`config.mk`:
```
export PLATFORM = sky130hd
export DESIGN_NAME = register_file_sb
export DESIGN_NICKNAME = d
export VERILOG_FILES = /design/src/rtl/register_file_sb.sv
export SDC_FILE = /design/constraint.sdc
export NUM_CORES = 2
export LEC_CHECK = 0
export CAP_MARGIN = 20
export CORE_AREA = 2 2 364 330
export DETAILED_ROUTE_END_ITERATION = 6
export DIE_AREA = 0 0 366 332
export PLACE_DENSITY = 0.69
export SYNTH_ARGS = -nofsm -noshare
export SYNTH_HDL_FRONTEND = slang
export SYNTH_SLANG_ARGS = --single-unit
export TNS_END_PERCENT = 5
```
`constraint.sdc`:
```
create_clock -name clk -period 4.8 [get_ports clk]
set_input_delay 0.48 -clock clk [delete_from_list [all_inputs] [get_ports clk]]
set_output_delay 0.48 -clock clk [all_outputs]
set_load 0.02 [all_outputs]
```
`src/rtl/register_file_sb.sv`:
```
// Multi-port register file with per-register busy scoreboard.
// Combinational reads with optional write bypass and hardwired zero register.
module register_file_sb #(
    parameter int DATA_WIDTH = 32,
    parameter int NUM_REG    = 32,
    parameter int NUM_READ   = 2,
    parameter int ZERO_REG   = 1,
    parameter int BYPASS     = 1,
    localparam int SELECT_WIDTH = $clog2(NUM_REG),
    localparam int COUNT_WIDTH  = $clog2(NUM_REG + 1)
) (
    input  logic                                    clk,
    input  logic                                    rst_n,
    input  logic [NUM_READ-1:0][SELECT_WIDTH-1:0]   i_rd_addr,
    output logic [NUM_READ-1:0][DATA_WIDTH-1:0]     o_rd_data,
    output logic [NUM_READ-1:0]                     o_rd_busy,
    input  logic                                    i_wr_en,
    input  logic [SELECT_WIDTH-1:0]                 i_wr_addr,
    input  logic [DATA_WIDTH-1:0]                   i_wr_data,
    input  logic                                    i_alloc_en,
    input  logic [SELECT_WIDTH-1:0]                 i_alloc_addr,
    input  logic                                    i_flush,
    output logic [COUNT_WIDTH-1:0]                  o_busy_count
);

    logic [DATA_WIDTH-1:0]  mem [NUM_REG];
    logic [NUM_REG-1:0]     busy;
    logic [NUM_REG-1:0]     busy_nxt;
    logic [COUNT_WIDTH-1:0] count;
    logic [COUNT_WIDTH-1:0] count_nxt;
    logic                   wr_ok;
    logic                   alloc_ok;

    function automatic logic addr_ok(input logic [SELECT_WIDTH-1:0] a);
        return (32'(a) < NUM_REG) && !((ZERO_REG != 0) && (a == '0));
    endfunction

    assign wr_ok    = i_wr_en && addr_ok(i_wr_addr);
    assign alloc_ok = i_alloc_en && addr_ok(i_alloc_addr);

    // Busy priority: flush over alloc over write-clear.
    always_comb begin
        busy_nxt = busy;
        if (i_flush) begin
            busy_nxt = '0;
        end else begin
            if (wr_ok)
                busy_nxt[i_wr_addr] = 1'b0;
            if (alloc_ok)
                busy_nxt[i_alloc_addr] = 1'b1;
        end
    end

    always_comb begin
        count_nxt = '0;
        for (int i = 0; i < NUM_REG; i++)
            count_nxt = count_nxt + COUNT_WIDTH'(busy_nxt[i]);
    end

    always_ff @(posedge clk or negedge rst_n) begin
        if (!rst_n) begin
            for (int i = 0; i < NUM_REG; i++)
                mem[i] <= '0;
            busy  <= '0;
            count <= '0;
        end else begin
            if (wr_ok)
                mem[i_wr_addr] <= i_wr_data;
            busy  <= busy_nxt;
            count <= count_nxt;
        end
    end

    assign o_busy_count = count;

    // Bypass is gated by rst_n so outputs stay 0 while reset is held.
    always_comb begin
        for (int p = 0; p < NUM_READ; p++) begin
            o_rd_data[p] = '0;
            o_rd_busy[p] = 1'b0;
            if (addr_ok(i_rd_addr[p])) begin
                if ((BYPASS != 0) && rst_n && wr_ok
                    && (i_rd_addr[p] == i_wr_addr)) begin
                    o_rd_data[p] = i_wr_data;
                end else begin
                    o_rd_data[p] = mem[i_rd_addr[p]];
                    o_rd_busy[p] = busy[i_rd_addr[p]];
                end
            end
        end
    end

endmodule

```
After elaboration in Yosys (flattened, before gate mapping)

Index checks and enable logic that the tools add are counted.

Reductions and logical operators: 14
Magnitude comparators: 10
Bitwise logic cells: 6
Eq/ne operators: 2
Multiplexer cells: 29
$add $sub $neg: 31

Operator list:

| cell                 | count |
|---|---|
| $bwmux W1024         | 1 |
| $mux W32             | 13 |
| $bmux W32 S5         | 2 |
| $demux W32 S5        | 1 |
| $add A6 B1 Y6        | 26 |
| $and A32 B32 Y32     | 1 |
| $not A32 Y32         | 1 |
| $or A32 B32 Y32      | 1 |
| $lt A5 B6 Y1 const B | 4 |
| $logic_not A5 Y1     | 4 |
| $ge A6 B6 Y1 const B | 3 |
| $not A5 Y6           | 3 |
| $bmux W1 S5          | 2 |
| $demux W1 S5         | 2 |
| $eq A5 B5 Y1         | 2 |
| $ge A5 B1 Y1 const B | 2 |
| $logic_and A1 B1 Y1  | 8 |
| $mux W1              | 8 |
| $add A5 B1 Y6        | 1 |
| $lt A6 B1 Y1 const B | 1 |
| $add A4 B1 Y5        | 1 |
| $add A3 B1 Y4        | 1 |
| $add A2 B1 Y3        | 1 |
| $add A1 B1 Y2        | 1 |
| $logic_not A1 Y1     | 2 |

Word-level logic and storage cells: 126
Register bits: 1062
Output and inout port bits: 72

Logic depth before layout (Yosys ltp)

Depth in word-level cells: 42
Mapped depth: 23
Gate-level depth less buffers: 21

Worst setup path after synthesis

No wires, ideal clock.

Path type: input to register
Start: in i_wr_addr[3]
End: reg count[4] (netlist: o_busy_count[4])
Arrival time: 5.791 ns
Cell stages on the path: 21
Setup time: 0.080 ns
Buffers on the path: 2
Setup slack: -1.071 ns
Path through: buf_2 > nand2b_1 > nor2_1 > nand2_1 > clkbuf_1 > nand2_1 > a21o_1 > fa_1 > fa_1 > inv_1 > fa_1 > inv_1 > fa_1 > fa_1 > fa_1 > inv_1 > ha_1 > fa_1 > a21o_1 > a21oi_1 > xnor2_1

Longest elaborated chain between the ends: 42

Ends and longest elaborated chain:

| item                                                                      | RTL line | source |
|---|---|---|
| start: declaration                                                        | 18       | `input logic [SELECT_WIDTH-1:0] i_wr_addr,` |
| $lt A5 B6 Y1 (not written as such) / $ge A5 B1 Y1 (equally long branches) | 48       | `busy_nxt[i_wr_addr] = 1'b0;` |
| $logic_and A1 B1 Y1 (not written as such)                                 | 48       |  |
| $mux W1 (not written as such)                                             | 48       |  |
| $demux W1 S5                                                              | 48       |  |
| $not A32 Y32 (no source line)                                             | --       |  |
| $and A32 B32 Y32 (no source line)                                         | --       |  |
| $mux W32 (*)                                                              | 47       | `if (wr_ok)` |
| $mux W32 (*)                                                              | 44       | `if (i_flush) begin` |
| [... 3 more ...]                                                          | --       |  |
| $add A1 B1 Y2                                                             | 57       | `count_nxt = count_nxt + COUNT_WIDTH'(busy_nxt[i]);` |
| $add A2 B1 Y3                                                             | 57       |  |
| $add A3 B1 Y4                                                             | 57       |  |
| $add A4 B1 Y5                                                             | 57       |  |
| $add A5 B1 Y6                                                             | 57       |  |
| $add A6 B1 Y6 (25 in series)                                              | 57       |  |
| $add A6 B1 Y6 (*)                                                         | 57       |  |
| via count_nxt[4]                                                          | 30       | `logic [COUNT_WIDTH-1:0] count_nxt;` |
| end signal: assignment                                                    | 70       | `count <= count_nxt;` |
| end: declaration                                                          | 29       | `logic [COUNT_WIDTH-1:0] count;` |

Mark *: on every way through the listed nets, which the timed path passes. The rest lies on a longest branch. The select of a mux whose other input is x is not followed.
A chain may end at the register's enable or synchronous reset.

Final worst setup path

Start: in i_wr_en
End: reg count[2] (netlist: o_busy_count[2])

Longest elaborated chain between the ends: 37

Ends and longest elaborated chain:

| item                             | RTL line | source |
|---|---|---|
| start: declaration               | 17       | `input logic i_wr_en,` |
| $logic_and A1 B1 Y1 (*)          | 38       | `assign wr_ok = i_wr_en && addr_ok(i_wr_addr);` |
| $mux W32 (*)                     | 47       |  |
| $mux W32 (*)                     | 44       |  |
| $or A32 B32 Y32 (no source line) | --       |  |
| $mux W32 (*)                     | 49       | `if (alloc_ok)` |
| $mux W32 (*)                     | 44       |  |
| $add A1 B1 Y2                    | 57       |  |
| $add A2 B1 Y3                    | 57       |  |
| $add A3 B1 Y4                    | 57       |  |
| $add A4 B1 Y5                    | 57       |  |
| $add A5 B1 Y6                    | 57       |  |
| $add A6 B1 Y6 (25 in series)     | 57       |  |
| $add A6 B1 Y6 (*)                | 57       |  |
| via count_nxt[2]                 | 30       |  |

Marked as above.

==> flow_summary.rst <==
.. list-table::
   :header-rows: 1

   * - Metric
     - Value
   * - Outcome
     - finished with violations
   * - Failing checks
     - setup timing
   * - Routed via count
     - 39520
   * - Number of instances in the synthesized netlist
     - 4233
   * - Path type of the worst min-delay path
     - in -> async
   * - Crit Path Max Fanout
     - 4
   * - Syn. warnings
     - 0
   * - Number of vias per cell after detailed routing
     - 6.573
   * - Maximum cell stage delay along the critical path
     - 0.56 ns
   * - Clock Sink Count
     - 1062
   * - Post-synthesis to final-layout area growth
     - 14.27%
   * - Later-pin clock latency in the skew report
     - 0.72 ns
   * - Number of distinct library cells after synthesis
     - 56
   * - Peak VDD IR
     - 315.3 µV
   * - Post-synth EDFFs
     - 0
   * - Post-layout net count
     - 4424
   * - Clock-pin slew on the worst setup and hold paths
     - 0.06 ns
   * - Setup slack of the critical path after layout
     - -0.2457 ns
   * - Cell type with the highest occurrence count on the critical path
     - sky130_fd_sc_hd__fa_1
   * - Total grt overflow
     - 0
   * - Largest net degree at the start of global routing
     - 169
   * - Placeable core area
     - 118000 µm²
   * - Root buffer selected by CTS
     - sky130_fd_sc_hd__clkbuf_16
   * - Buffers on Ports
     - 128
   * - Slack of the worst reg-to-reg path
     - -0.23 ns
   * - Share of the clock period used by the worst path after layout
     - 1.051
   * - Critical Path Start
     - i_wr_en
   * - Avg WL per Cell
     - 29.74 µm
   * - Y dimension of the die
     - 332 µm
   * - First-pass GRT wire length
     - 269200 µm
   * - Synth Register Bits
     - 1062
   * - Number of maximum-capacitance constraint violations
     - 0
   * - Final-report hold violation count
     - 0
   * - Leak Pwr
     - 28.90 nW
   * - Total power per unit cell area
     - 394.7 nW/µm²
   * - Library cell contributing the largest single delay on the critical path
     - sky130_fd_sc_hd__fa_1
   * - Detailed-routing iteration count for the pre-antenna-repair pass
     - 7
   * - Post-synthesis net count
     - 4321
   * - Buffer levels on the longest clock path
     - 3
   * - Async set-reset flop share out of synthesis
     - 1.000
   * - Total wirelength of the detailed-routed design
     - 178800 µm
   * - R2R Path Start
     - busy[13]$_DFF_PN0_
   * - Worst Path Arrival
     - 5.63 ns
   * - Post-route standard cell area excluding fillers
     - 66690 µm²
   * - Timing-limited maximum frequency
     - 198.2 MHz
   * - Placed wire-length estimate after detailed placement
     - 107000 µm
   * - Post-Place Cells
     - 5745
   * - Kind of start point of the critical path
     - primary input
   * - Capture instance of the worst register-to-register path
     - o_busy_count[2]$_DFF_PN0_
   * - Detail Route Antenna Nets
     - 0
   * - Fraction of the yosys area taken by sequential cells
     - 0.4554
   * - Most common cell after layout, fill and taps aside
     - sky130_fd_sc_hd__mux2_2
   * - I/O pin count
     - 129
   * - Crit path kind
     - in -> reg
   * - Initial antenna violation count
     - 3
   * - Row count
     - 120
   * - Number of global-route vias before repair
     - 40440
   * - Setup repair after global routing missed its margin
     - yes
   * - CP endpoint kind
     - register
   * - Clock Skews
     - 0.01173 ns
   * - Number of design rule violations left after detail routing
     - 0
   * - Actual slew at the worst max-slew pin
     - 1.077 ns
   * - Standard cell area after detailed placement
     - 62190 µm²
   * - Final cell count without fillers
     - 6012
   * - Overall die width
     - 366 µm
   * - Worst slew margin relative to its limit
     - 0.2820
   * - Utilization after layout
     - 0.5651
   * - Starting DRT DRC Count
     - 4218
   * - Combined buffer and inverter count along the critical path
     - 8
   * - Starting density of the core
     - 0.4945
   * - Final weighted congestion in routability-driven placement
     - 0.8914
   * - Area of the die
     - 121500 µm²
   * - Family of cells with the greatest summed delay on the critical path
     - adder cells
   * - Netlist Area Pre-Place
     - 58360 µm²
   * - Layout fillers
     - 9552
   * - Max-slew violation total from the final report
     - 0
   * - Leading cell types in the layout, fill and taps excluded
     - sky130_fd_sc_hd__mux2_2 (1112), sky130_fd_sc_hd__dfrtp_1 (1062), sky130_fd_sc_hd__mux4_2 (373)
   * - Post-route minimum period
     - 5.046 ns
   * - Number of cells on the worst reg-to-reg path
     - 17
   * - Most used DFF post-synth
     - sky130_fd_sc_hd__dfrtp_1
   * - Overall Global Routing Usage
     - 0.2941
   * - Fraction of final layout cells sized beyond drive strength 1
     - 0.4829
   * - Synthesized area per cell
     - 13.79 µm²
   * - Final setup viols
     - 5
   * - CTS tree
     - done
   * - Total CTS buffers
     - 116
   * - Critical path required time
     - 5.39 ns
   * - Count of H-tree levels built during CTS
     - 3
   * - Cells along the critical path
     - buf_2 -> buf_4 -> nand4_1 -> buf_4 -> nor3_2 -> nand2b_4 -> a21o_1 -> fa_1 -> inv_2 -> fa_1 -> inv_2 -> fa_1 -> fa_1 -> fa_1 -> fa_1 -> inv_2 -> ha_4 -> fa_2 -> buf_4 -> buf_4 -> xor2_1
[cells in the mapped netlist (4+ instances only)]
master	n	area share
sky130_fd_sc_hd__and3_1	37	0.0040
sky130_fd_sc_hd__ha_1	7	0.0015
sky130_fd_sc_hd__mux2i_1	189	0.032
sky130_fd_sc_hd__nand2_1	57	0.0037
sky130_fd_sc_hd__a22oi_1	131	0.017
sky130_fd_sc_hd__xnor2_1	10	0.0015
sky130_fd_sc_hd__mux4_2	373	0.14
sky130_fd_sc_hd__a221oi_2	29	0.0075
sky130_fd_sc_hd__buf_4	42	0.0054
sky130_fd_sc_hd__buf_1	11	0.00071
sky130_fd_sc_hd__o221ai_1	31	0.0047
sky130_fd_sc_hd__dfrtp_1	1062	0.46
sky130_fd_sc_hd__fa_1	24	0.0082
sky130_fd_sc_hd__o21ai_0	90	0.0077
sky130_fd_sc_hd__nor3b_1	4	0.00051
sky130_fd_sc_hd__a21o_1	15	0.0019
sky130_fd_sc_hd__nor2_1	127	0.0082
sky130_fd_sc_hd__mux2_2	1112	0.21
sky130_fd_sc_hd__inv_1	40	0.0026
sky130_fd_sc_hd__buf_2	148	0.013
sky130_fd_sc_hd__mux2_1	25	0.0048
sky130_fd_sc_hd__a21oi_1	52	0.0045
sky130_fd_sc_hd__buf_12	8	0.0027
sky130_fd_sc_hd__nor2_2	4	0.00043
sky130_fd_sc_hd__nor2b_1	12	0.0013
sky130_fd_sc_hd__nand2b_1	44	0.0047
sky130_fd_sc_hd__nand3_1	39	0.0033
sky130_fd_sc_hd__clkbuf_1	257	0.017
sky130_fd_sc_hd__nor4_1	32	0.0034
sky130_fd_sc_hd__buf_6	6	0.0012
sky130_fd_sc_hd__o211ai_1	32	0.0041
sky130_fd_sc_hd__o22ai_1	64	0.0069
sky130_fd_sc_hd__nor3_1	77	0.0066
[sequential cells by signal (all words and copies together) (netlist names)]
signal	count
busy	32
mem	1024
o_busy_count	6
[metrics by stage]
stage / hold WS (ns) / power (mW) / setup slack [ns] / TNS [ns]
5_1_grt: 0.2476 / 27.38 / -0.3980 / -1.634
2_1_floorplan: 0.1844 / 15.56 / -0.6252 / -2.357
3_3_place_gp: 0.3640 / 17.10 / -1.250 / -6.295
6_report: 0.2261 / 26.32 / -0.2457 / -0.8442
3_5_place_dp: 0.3639 / 17.32 / -1.268 / -6.360
4_1_cts: 0.2020 / 26.37 / -0.1291 / -0.2249
[worst max path at each step]
stage | endpoint | slack (ns) | cells past startpoint
after global routing | o_busy_count[4]$_DFF_PN0_ | -0.40 | 21
after CTS | o_busy_count[4]$_DFF_PN0_ | -0.13 | 17
after detailed placement | o_busy_count[4]$_DFF_PN0_ | -1.27 | 19
after floorplan | o_busy_count[4]$_DFF_PN0_ | -0.63 | 20
final | o_busy_count[2]$_DFF_PN0_ | -0.25 | 21
after global placement | o_busy_count[4]$_DFF_PN0_ | -1.25 | 20
[layout make-up]
cell class / instances / area (µm²) / area share
diodes: 1 / 2.502 / 0.00003752
clock buffers: 180 / 3537 / 0.05304
clock inverters: 27 / 307.8 / 0.004615
inverters: 40 / 150.1 / 0.002251
multi-input cells: 2658 / 29780 / 0.4466
flip-flops and latches: 1062 / 26580 / 0.3985
well taps: 1586 / 1984 / 0.02975
repair buffers: 458 / 4350 / 0.06523
[kinds of logic (layout without fill, tap and decap cells)]
logic type,after synthesis,after routing,share of synthesized area
other cells,0,1,0
flops,1062,1062,0.4554
simple gates,458,458,0.03923
xor+xnor,13,13,0.001951
fa+ha+maj,31,31,0.009733
mux,1699,1699,0.3957
buf+inv,513,705,0.04206
compound gates,457,457,0.05593
[metal layers]
| layer | vias up | share of wire | global-route usage |
|---|---|---|---|
| met5 | - | 0.000073 | 0 |
| met4 | 2 | 0.038 | 0.1067 |
| met3 | 394 | 0.080 | 0.05664 |
| met2 | 1738 | 0.46 | 0.4577 |
| met1 | 21090 | 0.42 | 0.4128 |
| li1 | 16290 | - | - |
[worst register-to-register path, cell delays in order (launching register included)]
cell and delay (ns):
sky130_fd_sc_hd__dfrtp_1 0.42, sky130_fd_sc_hd__o21ai_2 0.09, sky130_fd_sc_hd__a21oi_2 0.21, sky130_fd_sc_hd__inv_2 0.05, sky130_fd_sc_hd__fa_1 0.50, sky130_fd_sc_hd__inv_2 0.05, sky130_fd_sc_hd__fa_1 0.52, sky130_fd_sc_hd__inv_2 0.05
sky130_fd_sc_hd__fa_1 0.52, sky130_fd_sc_hd__fa_1 0.46, sky130_fd_sc_hd__fa_1 0.54, sky130_fd_sc_hd__fa_1 0.55, sky130_fd_sc_hd__inv_2 0.05, sky130_fd_sc_hd__ha_4 0.15, sky130_fd_sc_hd__fa_2 0.33, sky130_fd_sc_hd__buf_4 0.14
sky130_fd_sc_hd__buf_4 0.12, sky130_fd_sc_hd__xor2_1 0.14
[where the power goes]
part | switching, mW | internal (mW)
clock | 3.77 | 5.29
combinational | 2.29 | 3.20
sequential | 1.17 | 10.6
total | 7.22 | 19.1
[timing repair]
item	in CTS	in global routing
setup endpoints to repair	5	6
hold endpoints to repair	28	0
pin swaps	23	24
gates resized for setup	60	35
hold buffers	1	0
setup buffers	45	11
No activity file was read; power rests on OpenSTA's default activity.
